==> src/rtl/acc_readout_framer_if.sv <==
// Byte-wide valid/ready link from the readout framer to the transmit path.
// Data is accepted on any clock edge where valid and ready are both high.
interface acc_readout_framer_if;
    logic [7:0] data;
    logic       valid;
    logic       ready;

    modport master (
        output data,
        output valid,
        input  ready
    );

    modport slave (
        input  data,
        input  valid,
        output ready
    );
endinterface

==> src/rtl/acc_readout_framer.sv <==
// Reads RECORD_BYTES from accumulator storage, emits header/payload/checksum frame.
// Optional ACC_FRAME_SEQ_EN inserts a big-endian 16-bit sequence number after the header.
module acc_readout_framer #(
    parameter int          RECORD_BYTES = 1024,
    parameter int          READ_LATENCY = 2,
    parameter logic [7:0]  HDR_BYTE     = 8'hA5
) (
    input  logic                 clk_i,
    input  logic                 rst_i,
    input  logic                 data_ready_i,
    input  logic [7:0]           data_in_i,
    output logic                 read_enable_o,
    output logic                 busy_o,
    output logic                 frame_done_o,
    output logic                 frame_abort_o,
    acc_readout_framer_if.master tx
);

    localparam logic [15:0] REC      = 16'(RECORD_BYTES);
    localparam logic [2:0]  LAT_INIT = 3'(READ_LATENCY);

    typedef enum logic [2:0] {
        S_IDLE,
        S_HDR,
`ifdef ACC_FRAME_SEQ_EN
        S_SEQ_HI,
        S_SEQ_LO,
`endif
        S_LAT,
        S_SEND,
        S_NEXT,
        S_CSUM
    } state_t;

    state_t      state_q;
    logic [7:0]  tx_data_q;
    logic        tx_valid_q;
    logic        busy_q;
    logic        re_q;
    logic        done_q;
    logic        abort_q;
    logic [15:0] cnt_q;
    logic [7:0]  csum_q;
    logic [2:0]  lat_q;
`ifdef ACC_FRAME_SEQ_EN
    logic [15:0] seq_q;
`endif

    logic        accept;
    logic        abort_now;
    logic [15:0] cnt_d;
    logic [7:0]  csum_d;
    logic [2:0]  lat_d;

    always_comb begin
        accept    = tx_valid_q & tx.ready;
        cnt_d     = cnt_q + 16'd1;
        csum_d    = csum_q + tx_data_q;
        lat_d     = (lat_q != 3'd0) ? lat_q - 3'd1 : 3'd0;
        abort_now = 1'b0;
        if (!data_ready_i) begin
            abort_now = (state_q == S_LAT)
                     || (state_q == S_SEND)
                     || (state_q == S_NEXT);
        end
    end

    always_ff @(posedge clk_i) begin
        if (rst_i) begin
            state_q    <= S_IDLE;
            tx_data_q  <= 8'h00;
            tx_valid_q <= 1'b0;
            busy_q     <= 1'b0;
            re_q       <= 1'b0;
            done_q     <= 1'b0;
            abort_q    <= 1'b0;
            cnt_q      <= 16'd0;
            csum_q     <= 8'h00;
            lat_q      <= 3'd0;
`ifdef ACC_FRAME_SEQ_EN
            seq_q      <= 16'd0;
`endif
        end else begin
            re_q    <= 1'b0;
            done_q  <= 1'b0;
            abort_q <= 1'b0;
            // a same-cycle accept in SEND is discarded by the clear anyway
            if (abort_now) begin
                abort_q    <= 1'b1;
                tx_valid_q <= 1'b0;
                busy_q     <= 1'b0;
                cnt_q      <= 16'd0;
                csum_q     <= 8'h00;
                lat_q      <= 3'd0;
                state_q    <= S_IDLE;
            end else begin
                unique case (state_q)
                    S_IDLE: begin
                        if (data_ready_i) begin
                            lat_q      <= LAT_INIT;
                            busy_q     <= 1'b1;
                            tx_data_q  <= HDR_BYTE;
                            tx_valid_q <= 1'b1;
                            state_q    <= S_HDR;
                        end
                    end
                    S_HDR: begin
                        lat_q <= lat_d;
                        if (accept) begin
`ifdef ACC_FRAME_SEQ_EN
                            tx_data_q  <= seq_q[15:8];
                            state_q    <= S_SEQ_HI;
`else
                            tx_valid_q <= 1'b0;
                            state_q    <= S_LAT;
`endif
                        end
                    end
`ifdef ACC_FRAME_SEQ_EN
                    S_SEQ_HI: begin
                        lat_q <= lat_d;
                        if (accept) begin
                            tx_data_q <= seq_q[7:0];
                            state_q   <= S_SEQ_LO;
                        end
                    end
                    S_SEQ_LO: begin
                        lat_q <= lat_d;
                        if (accept) begin
                            tx_valid_q <= 1'b0;
                            state_q    <= S_LAT;
                        end
                    end
`endif
                    S_LAT: begin
                        if (lat_q == 3'd0) begin
                            tx_data_q  <= data_in_i;
                            tx_valid_q <= 1'b1;
                            state_q    <= S_SEND;
                        end else begin
                            lat_q <= lat_d;
                        end
                    end
                    S_SEND: begin
                        if (accept) begin
                            csum_q <= csum_d;
                            cnt_q  <= cnt_d;
                            if (cnt_d == REC) begin
                                tx_data_q <= csum_d;
                                state_q   <= S_CSUM;
                            end else begin
                                tx_valid_q <= 1'b0;
                                re_q       <= 1'b1;
                                state_q    <= S_NEXT;
                            end
                        end
                    end
                    S_NEXT: begin
                        lat_q   <= LAT_INIT;
                        state_q <= S_LAT;
                    end
                    S_CSUM: begin
                        if (accept) begin
                            tx_valid_q <= 1'b0;
                            done_q     <= 1'b1;
                            busy_q     <= 1'b0;
                            cnt_q      <= 16'd0;
                            csum_q     <= 8'h00;
`ifdef ACC_FRAME_SEQ_EN
                            seq_q      <= seq_q + 16'd1;
`endif
                            state_q    <= S_IDLE;
                        end
                    end
                    default: state_q <= S_IDLE;
                endcase
            end
        end
    end

    assign tx.data       = tx_data_q;
    assign tx.valid      = tx_valid_q;
    assign busy_o        = busy_q;
    assign read_enable_o = re_q;
    assign frame_done_o  = done_q;
    assign frame_abort_o = abort_q;

endmodule

==> src/flat_wrapper.sv <==
// flat-port wrapper written by rule: the top's interface ports become plain ports
module acc_readout_framer_flat 
#(
    parameter int          RECORD_BYTES = 1024,
    parameter int          READ_LATENCY = 2,
    parameter logic [7:0]  HDR_BYTE     = 8'hA5
)
  (clk_i, rst_i, data_ready_i, data_in_i, read_enable_o, busy_o, frame_done_o, frame_abort_o, tx_data, tx_valid, tx_ready);
  acc_readout_framer_if tx_i ();
  input  logic clk_i;
  input  logic rst_i;
  input  logic data_ready_i;
  input  logic [7:0] data_in_i;
  output logic read_enable_o;
  output logic busy_o;
  output logic frame_done_o;
  output logic frame_abort_o;
  output wire logic [$bits(tx_i.data)-1:0] tx_data;
  output wire logic [$bits(tx_i.valid)-1:0] tx_valid;
  input wire logic [$bits(tx_i.ready)-1:0] tx_ready;
  assign tx_data = tx_i.data;
  assign tx_valid = tx_i.valid;
  assign tx_i.ready = tx_ready;
  acc_readout_framer #(.RECORD_BYTES(RECORD_BYTES), .READ_LATENCY(READ_LATENCY), .HDR_BYTE(HDR_BYTE)) u_core (.clk_i(clk_i), .rst_i(rst_i), .data_ready_i(data_ready_i), .data_in_i(data_in_i), .read_enable_o(read_enable_o), .busy_o(busy_o), .frame_done_o(frame_done_o), .frame_abort_o(frame_abort_o), .tx(tx_i));
endmodule
==> config.mk <==
export PLATFORM = sky130hd
export DESIGN_NAME = acc_readout_framer_flat
export DESIGN_NICKNAME = d
export VERILOG_FILES = /design/src/rtl/acc_readout_framer_if.sv /design/src/rtl/acc_readout_framer.sv /design/src/flat_wrapper.sv
export SDC_FILE = /design/constraint.sdc
export NUM_CORES = 1
export LEC_CHECK = 0
export BUFFER_PORTS_ARGS = -buffer_cell sky130_fd_sc_hd__clkbuf_2
export CAP_MARGIN = 30
export CORE_MARGIN = 3
export CORE_UTILIZATION = 55
export DETAILED_ROUTE_END_ITERATION = 16
export HOLD_SLACK_MARGIN = 0.12
export PLACE_DENSITY = 0.73
export RECOVER_POWER = 50
export SLEW_MARGIN = 10
export SYNTH_ARGS = -nofsm -noshare
export SYNTH_HDL_FRONTEND = slang
export SYNTH_SLANG_ARGS = --single-unit
==> constraint.sdc <==
create_clock -name clk_i -period 3.65 [get_ports clk_i]
set_input_delay 1.095 -clock clk_i [delete_from_list [all_inputs] [get_ports clk_i]]
set_output_delay 1.095 -clock clk_i [all_outputs]
set_load 0.005 [all_outputs]
==> results of run 1 <==
-- registers in the layout (all words and copies together), names as in the netlist --
name,count
u_core.cnt_q,16
u_core.csum_q,8
u_core.tx.data,8
u_core.lat_q,3
u_core.state_q,3
u_core.busy_o,1
u_core.frame_abort_o,1
u_core.frame_done_o,1
u_core.read_enable_o,1
u_core.tx.valid,1
-- worst paths after layout --
check                  startpoint                end  slack (ns)  depth (start not counted)
hold / removal      u_core.busy_o      u_core.busy_o        0.50                          2
hold reg to reg     u_core.busy_o      u_core.busy_o        0.50                          2
setup / recovery  u_core.cnt_q[0]  u_core.tx.data[5]        0.50                          8
setup reg to reg  u_core.cnt_q[0]  u_core.tx.data[5]        0.50                          8
-- routing by layer --
| layer | part of all wire [%] | vias up | GRT usage (%) |
|---|---|---|---|
| li1 | - | 1225 | - |
| met1 | 48 | 1147 | 31.5 |
| met2 | 45 | 64 | 36.7 |
| met3 | 5.1 | 12 | 5.74 |
| met4 | 1.2 | 0 | 5.83 |
| met5 | 0 | - | 0 |
-- synthesized netlist by cell type (2+ instances only) --
cell      instances
a21oi_1          35
dfxtp_1          43
nor2_1           56
a22oi_1           9
a31oi_1           2
nand3_1          10
nor3_1           17
mux2_2            3
a211oi_1          4
buf_2             3
and3_1            2
nor3b_1           4
inv_1             4
a311oi_1          2
a21o_1            3
xor2_1            5
nor4_1            4
or4_1             2
xnor2_1          10
nand4_1           8
o21ai_0          15
or3_1             2
nand2_1          17
nor2b_1           5
mux2_4            3
mux2i_1           8
or2_2             3
nand2b_1          8
ha_1              9
clkbuf_1         17
-- layout make-up --
type	count	area, um2
fill	416	1640
inverter	5	18.8
sequential	43	861
multi-input combinational	265	1670
clock inverter	1	7.51
clock buffer	7	96.3
tap	52	65.1
timing repair buffer	29	145
-- per-stage QoR --
step           cell area (um2)  worst slack [ns]  hold slack, ns  util, %  total power [mW]
4_1_cts                   2880             0.530           0.504     64.0              1.05
5_1_grt                   2870             0.268           0.521     63.6              1.08
6_report                  2870             0.495           0.501     63.6              1.03
2_1_floorplan             2640             0.881           0.467        -             0.655
3_3_place_gp              2780             0.645           0.480     61.7             0.703
3_5_place_dp              2780             0.527           0.489     61.7             0.707
-- worst min-delay path, cell delays in order (launching register included) --
cell and delay, ns:
dfxtp_1 0.32, nor2_1 0.10, nor3_1 0.05
-- power by group --
group	total, mW	switching, mW	internal, mW
combinational	0.179	0.0992	0.0793
sequential	0.515	0.0272	0.488
clock	0.336	0.164	0.172
-- cell families after synthesis --
kind of cell	Yosys count	synth area share [%]
buffers and inverters	26	3.89
flip-flops	43	32.7
AO/OA/AOI/OAI	85	21.4
multiplexers	14	6.03
AND/OR/NAND/NOR	141	26.1
XOR/XNOR	15	4.98
adder cells (fa/ha/maj)	10	5.03
==> metrics, run 1 <==
Final setup violation count=0; final antenna diode count=0; cell taking the most area after synthesis=dfxtp_1; most frequent cells in the layout=56 x nor2_1, 43 x dfxtp_1, 35 x a21oi_1; post-synth top area share=between 30% and 40%; RePlAce Congestion=0.822; Final Max Tran Viols=0; row cnt=24; Synth area leaders=dfxtp_1 33%, nor2_1 8.0%, a21oi_1 6.6%; Critical Path End Type=flip-flop; DR DRC count=0; post-synth cell types=51; non-filler cells, final=402; initial antenna violation count=0; core area=4500 um2; Mapped Cells=between 300 and 400; RSZ-0062 raised after global routing=no; Worst Setup Path Type=reg -> reg; Max Root-Sink Buffers=2; Slew HR=around 50%; Synth Net Count=356; Post-Syn Area per Cell=7.89 um2; cell family with most CP delay=compound AO/OA/AOI/OAI gates; post-synthesis to final-layout area growth=8.73%; HPWL Detailed=4230 um; Initial DRC Count=143; # H-tree levels=2; CTS tree=done; layout cell share with drive strength beyond 1=a little over an eighth; CP required=3.83 ns; PostCTS Resize Cnt=0; Setup Fix Bufs, Post-CTS=0; Post-layout nets=371; pin count of the biggest net entering global routing=29; Die Y=75.2 um; most used cell, CP=nand3_1; Tightest Pin Transition=0.767 ns; worst vdd ir=380 uV; f_max=317 MHz; ys flop type=dfxtp_1; Static Leak=1.05 nW; first-pass GRT wire length=10100 um; Bufs and invs on worst path=0; ys async rst share=0%; worst endpoint data arrival time=3.34 ns; sequential fraction of the synthesis area=between 30% and 40%; drt wl/cell=15.2 um; Setup Skew=0.00997 ns; antenna viol nets, final=0; Max stage delay cell, worst path=a2111oi_4; power per cell area=359 nW/um2; PortBufs=24; Fin. Hold Viols=0; CTS Hold Bufs=0; DR vias/cell=6.09; Die Footprint=about 5700 um2; die width=75.2 um; CTS clk-pin slew, worst paths=0.08 ns; Setup TNS=0 ns; Max-Cap Viols=0; worst-path maximum fanout=8; status=completed; first-pass iteration count of the detailed router=5; io pins=25; CP Cell Sequence=ha_1, nand3_1, or3_1, o31ai_2, nand3_1, a2111oi_4, o21ai_4, mux2_4; clock insertion delay at the later pin of the skew report=0.30 ns; vias in the first global route=2201; Synthesis Warnings=0; commonest non-fill, non-tap cell in the layout=nor2_1; Num Clock Sinks=between 40 and 50; CP max stage delay=0.63 ns; Worst Hold Class=reg -> reg; Tmin final=3.15 ns; Post-Syn Area=roughly 2600 um2; startpoint types=flip-flop; clock root cell=clkbuf_8; initial core utilization=58.5%; crit share post-route=86.4%; CTS buffer count=5; Placed Cells=394; FF+latch count, synth=43; routed vias=2448; Detailed Route WL=6100 um; EDFF count, synth=0; total track usage=23.1%; total gr overflow=0
(Power assumes the default switching activity.)
==> run 2: changes to the inputs <==
--- a/config.mk
+++ b/config.mk
@@ -5,6 +5,7 @@
 export SDC_FILE = /design/constraint.sdc
 export NUM_CORES = 1
 export LEC_CHECK = 0
+export ABC_AREA = 1
 export BUFFER_PORTS_ARGS = -buffer_cell sky130_fd_sc_hd__clkbuf_2
 export CAP_MARGIN = 30
 export CORE_MARGIN = 3
==> run 2 against run 1 <==
Against the previous run:
- via count is 6.6% higher
- wire length decreased by 4.0%
- highest routed layer unchanged
- largest cell class unchanged
- global-route usage is 0.95 points lower
- sequential power grew 17%
- critical endpoint is now u_core.tx.data[0]
==> metrics, run 2 <==
Synth area leaders=dfxtp_1 33%, nand2_1 17%, a21oi_1 8.0%; FF+latch count, synth=43; total gr overflow=0; adder-cell area share of the yosys netlist=5.03%; Initial DRC Count=166; Tmin final=2.57 ns; Slew HR=a little over two fifths; switching portion of total power=38.7%; vias in the first global route=2230; Clk pwr share=between 20% and 30%; Biggest register=u_core.cnt_q; CTS buffer count=5; initial core utilization=58.9%; final antenna diode count=0; Worst Hold Class=reg -> reg; Final Max Tran Viols=0; die width=75.2 um; RePlAce Congestion=0.864; crit share post-route=70.5%; Mapped Cells=411; row cnt=24; antenna viol nets, final=0; post-synthesis xor/xnor area fraction=1.66%; Worst Setup Path Type=reg -> reg; drt wl/cell=12.0 um; # H-tree levels=2; post-synthesis to final-layout area growth=8.17%; Static Leak=1.24 nW; CTS clk-pin slew, worst paths=0.08 ns; largest family of logic cells by synthesized area=simple AND/OR/NAND/NOR gates; Die Footprint=5660 um2; clock root cell=clkbuf_8; Max-Cap Viols=0; compound-gate portion of the synthesized area=between 10% and 20%; PortBufs=24; worst vdd ir=402 uV; Internal=approximately 870 uW; startpoint types=flip-flop; Detailed Route WL=5850 um; HPWL Detailed=between 4000 and 5000 um; Max stage delay cell, worst path=dfxtp_1; post-synth top area share=32.7%; Num Clock Sinks=43; ys flop type=dfxtp_1; max FFs per register=16; post-synth cell types=30; most frequent cell after synthesis=nand2_1; sequential fraction of the synthesis area=approximately 33%; Critical Path End Type=flip-flop; CTS Hold Bufs=0; first-pass iteration count of the detailed router=5; Setup Fix Bufs, Post-CTS=0; pin count of the biggest net entering global routing=28; cell taking the most area after synthesis=dfxtp_1; Fin. Hold Viols=0; layout cell share with drive strength beyond 1=8.70%; initial antenna violation count=0; RSZ-0062 raised after global routing=no; commonest non-fill, non-tap cell in the layout=nand2_1; fraction of the mapped netlist area in simple logic gates=38.0%; Post-layout nets=458; Placed Cells=slightly below 500; CTS tree=done; worst-path maximum fanout=12; Setup Skew=~0.0081 ns; routed vias=2609; Synth Net Count=~430; total track usage=22.1%; most frequent cells in the layout=122 x nand2_1, 51 x nor2_1, 46 x inv_1; io pins=25; synth cell count leaders=121 x nand2_1, 50 x nor2_1, 45 x inv_1; clock insertion delay at the later pin of the skew report=between 0.2 and 0.3 ns; PostCTS Resize Cnt=0; status=completed; Max Root-Sink Buffers=2; Comb power frac=37.1%; Seq pwr share=42.3%; DR DRC count=0; CP max stage delay=around 0.43 ns; Setup TNS=0 ns; Final setup violation count=0; f_max=389 MHz; Synthesis Warnings=0; first-pass GRT wire length=9770 um; EDFF count, synth=0; CP required=3.88 ns; worst endpoint data arrival time=2.80 ns; DR vias/cell=5.34; Die Y=75.2 um; most used cell, CP=nand2_1; non-filler cells, final=around 490; mux share of post-synthesis cell area=0%; power per cell area=498 nW/um2; CP Cell Sequence=ha_1, nand2_1, nor2_1, nand3_1, nand2_1, nand2_1, nor2_1, nand2_1, nor2_1, nand2_1, nand2_1, nand2_2, nand2_1, nand2_1, nor2_1; Post-Syn Area per Cell=6.41 um2; Tightest Pin Transition=around 0.87 ns; ys async rst share=0%; switching pwr=roughly 550 uW; core area=about 4500 um2; Post-Syn Area=2640 um2
## run 2: critical path: cells and delay by family, from the launching register on
family        cells  cell delay (ns)
flops             1             0.43
simple gates     14             1.82
fa+ha+maj         1             0.25
## run 2: logic make-up after synthesis
kind of cell / count (synthesis)
AND/OR/NAND/NOR: 229
AO/OA/AOI/OAI: 65
buffers and inverters: 59
flip-flops: 43
adder cells (fa/ha/maj): 10
XOR/XNOR: 5
## run 2: cell type report
class	instances	area, um2
clock buffers	7	76.3
clock inverters	1	5.00
fillers	438	1620
inverters	49	184
multi-input cells	309	1520
flip-flops and latches	43	861
well taps	52	65.1
repair buffers	28	138
## run 2: worst paths after layout
path | from | endpoint | slack, ns | cells past startpoint
worst max-delay path | u_core.cnt_q[0] | u_core.tx.data[0] | 1.08 | 15
worst min-delay path | u_core.busy_o | u_core.busy_o | 0.47 | 2
worst max register to register | u_core.cnt_q[0] | u_core.tx.data[0] | 1.08 | 15
worst min register to register | u_core.busy_o | u_core.busy_o | 0.47 | 2
## run 2: per-layer routing
layer	routed length, um	vias to the layer above	share of wire, %	global-route usage, %
li1	-	1385	-	-
met1	2850	1164	49	30.7
met2	2650	54	45	36.1
met3	296	6	5.1	3.60
met4	60	0	1.0	5.24
met5	0	-	0	0
## run 2: through the flow
| step | instance area (um2) | util, % | hold slack (ns) | power [mW] | setup slack, ns |
|---|---|---|---|---|---|
| floorplan | 2640 | - | 0.442 | 0.990 | 1.65 |
| global placement | 2790 | 62.4 | 0.451 | 1.13 | 1.16 |
| detailed placement | 2790 | 62.4 | 0.457 | 1.15 | 1.05 |
| CTS | 2870 | 64.2 | 0.474 | 1.44 | 1.36 |
| finish | 2850 | 63.7 | 0.469 | 1.42 | 1.08 |
| global route | 2850 | 63.7 | 0.498 | 1.54 | 0.838 |
## run 2: power by group through the flow
stage | Clock [mW] | Combinational [mW] | Sequential, mW
after floorplan | 0 | 0.388 | 0.602
after global placement | 0 | 0.525 | 0.609
after detailed placement | 0 | 0.534 | 0.612
after CTS | 0.305 | 0.538 | 0.602
after global routing | 0.324 | 0.606 | 0.609
final | 0.294 | 0.526 | 0.600
==> run 3: changes to the inputs <==
==> constraint.sdc (replaced) <==
create_clock -name clk_i -period 2.5 [get_ports clk_i]
set_input_delay 0.75 -clock clk_i [delete_from_list [all_inputs] [get_ports clk_i]]
set_output_delay 0.75 -clock clk_i [all_outputs]
set_load 0.005 [all_outputs]
==> run 3 against run 2 <==
Against the previous run:
- wire length up 3.3%
- die area is the same
- clock skew down 0.00091 ns
- fmax grew 17%
==> metrics, run 3 (synthesized netlist as in run 2, its figures left out) <==
die width=75.2 um; total track usage=23.4%; clock root cell=clkbuf_8; Max stage delay cell, worst path=dfxtp_1; RSZ-0062 raised after global routing=no; Tot Pwr=2.12 mW; hold path depth=2; Die Footprint=between 5000 and 6000 um2; status=completed; power per cell area=~740 nW/um2; Reg2Reg Setup Slack=between 0.2 and 0.3 ns; first-pass iteration count of the detailed router=4; Max Root-Sink Buffers=2; Tightest Pin Transition=between 0.5 and 0.6 ns; worst-path maximum fanout=12; CTS Hold Bufs=0; Worst setup startpoint=u_core.cnt_q[0]; Initial DRC Count=around 140; commonest non-fill, non-tap cell in the layout=nand2_1; R2R depth=15; CP max stage delay=0.43 ns; DR DRC count=0; Biggest register=u_core.cnt_q; Fill cells=around 430; Worst Hold Class=reg -> reg; vias in the first global route=between 2000 and 2500; Worst Setup Path Type=reg -> reg; # H-tree levels=2; Final setup violation count=0; Max-Cap Viols=0; core area=4470 um2; PostCTS Resize Cnt=0; max FFs per register=16; Final Max Tran Viols=0; CTS tree=done; Worst Hold End=u_core.busy_o; worst vdd ir=482 uV; startpoint types=flip-flop; Static Leak=1.25 nW; pin count of the biggest net entering global routing=25; Critical Path End Type=flip-flop; CP Cell Sequence=ha_1, nand2_1, nor2_4, nand3_1, nand2_1, nand2_1, nor2_1, nand2_1, nor2_1, nand2_1, nand2_2, nand2_2, nand2_1, nand2_1, nor2_1; first-pass GRT wire length=10200 um; most used cell, CP=nand2_1; Reg-to-Reg Start=u_core.cnt_q[0]; routed vias=approximately 2600; drt wl/cell=12.3 um; total gr overflow=0; DR vias/cell=5.33; Fin. Hold Viols=0; Hold Slack=approximately 0.46 ns; Die Y=75.2 um; Post-layout nets=459; final antenna diode count=0; setup slack after layout=between 0.2 and 0.3 ns; most frequent cells in the layout=121 x nand2_1, 50 x nor2_1, 46 x inv_1; Area after DPL=2800 um2; final instance area=a little under 3000 um2; row cnt=24; post-synthesis to final-layout area growth=9.31%; RePlAce Congestion=about 0.86; crit share post-route=between 80% and 90%; f_max=454 MHz; Setup Fix Bufs, Post-CTS=0; HPWL Detailed=4630 um; CTS buffer count=5; initial core utilization=58.9%; worst endpoint data arrival time=2.44 ns; layout cell share with drive strength beyond 1=about 10%; reg2reg end=u_core.tx.data[0]; CP required=2.74 ns; Setup TNS=0 ns; CTS clk-pin slew, worst paths=0.09 ns; Slew HR=between 60% and 70%; worst hold start=u_core.busy_o; Detailed Route WL=6050 um; Setup Skew=between 0.007 and 0.008 ns; Tmin final=between 2 and 2.5 ns; initial antenna violation count=0; antenna viol nets, final=0; PortBufs=24; Num Clock Sinks=43; clock insertion delay at the later pin of the skew report=0.30 ns; pre-CTS setup slack=0.329 ns; io pins=25
## run 3: cell types whose count changed in the layout (fill, tap and decap cells not counted), sizes merged
| cell | previous run | this run |
|---|---|---|
| clkbuf | 31 | 29 |
| clkinvlp | 0 | 2 |
| buf | 4 | 5 |
| clkinv | 1 | 0 |
| inv | 49 | 50 |
## run 3: worst max-delay path: cells and delay by family (launching register included)
| family | cells | cell delay, ns |
|---|---|---|
| AND/OR/NAND/NOR | 14 | 1.45 |
| adder cells (fa/ha/maj) | 1 | 0.25 |
| flip-flops | 1 | 0.43 |
## run 3: area by class of cell
class / instances / area [um2] / area share, %
clock buffer: 5 / 68.8 / 2.39
multi-input combinational: 309 / 1530 / 53.2
clock inverter: 3 / 23.8 / 0.825
timing repair buffer: 29 / 146 / 5.08
inverter: 49 / 184 / 6.39
sequential: 43 / 861 / 29.9
tap: 52 / 65.1 / 2.26
## run 3: worst max path at each step
stage | end | depth (start not counted)
3_5_place_dp | u_core.tx.data[0] | 15
4_1_cts | u_core.tx.data[0] | 15
3_3_place_gp | u_core.tx.data[7] | 14
6_report | u_core.tx.data[0] | 15
5_1_grt | u_core.tx.data[0] | 15
2_1_floorplan | u_core.tx.data[4] | 15
## run 3: metrics by stage
step	std cells	utilization, %
floorplan	411	-
global placement	482	62.6
detailed placement	482	62.6
CTS	490	64.6
global route	490	64.4
finish	490	64.4
## run 3: layer usage
metal	part of all wire, %	vias to the layer above	global-route usage (%)	routed length, um
li1	-	1379	-	-
met1	49	1181	32.1	2990
met2	45	48	37.6	2750
met3	4.3	5	4.01	257
met4	0.91	0	7.38	55
met5	0	-	0	0
## run 3: report_power, final
part	internal [mW]	switching [mW]
logic	0.294	0.491
registers	0.784	0.0916
clock network	0.200	0.263
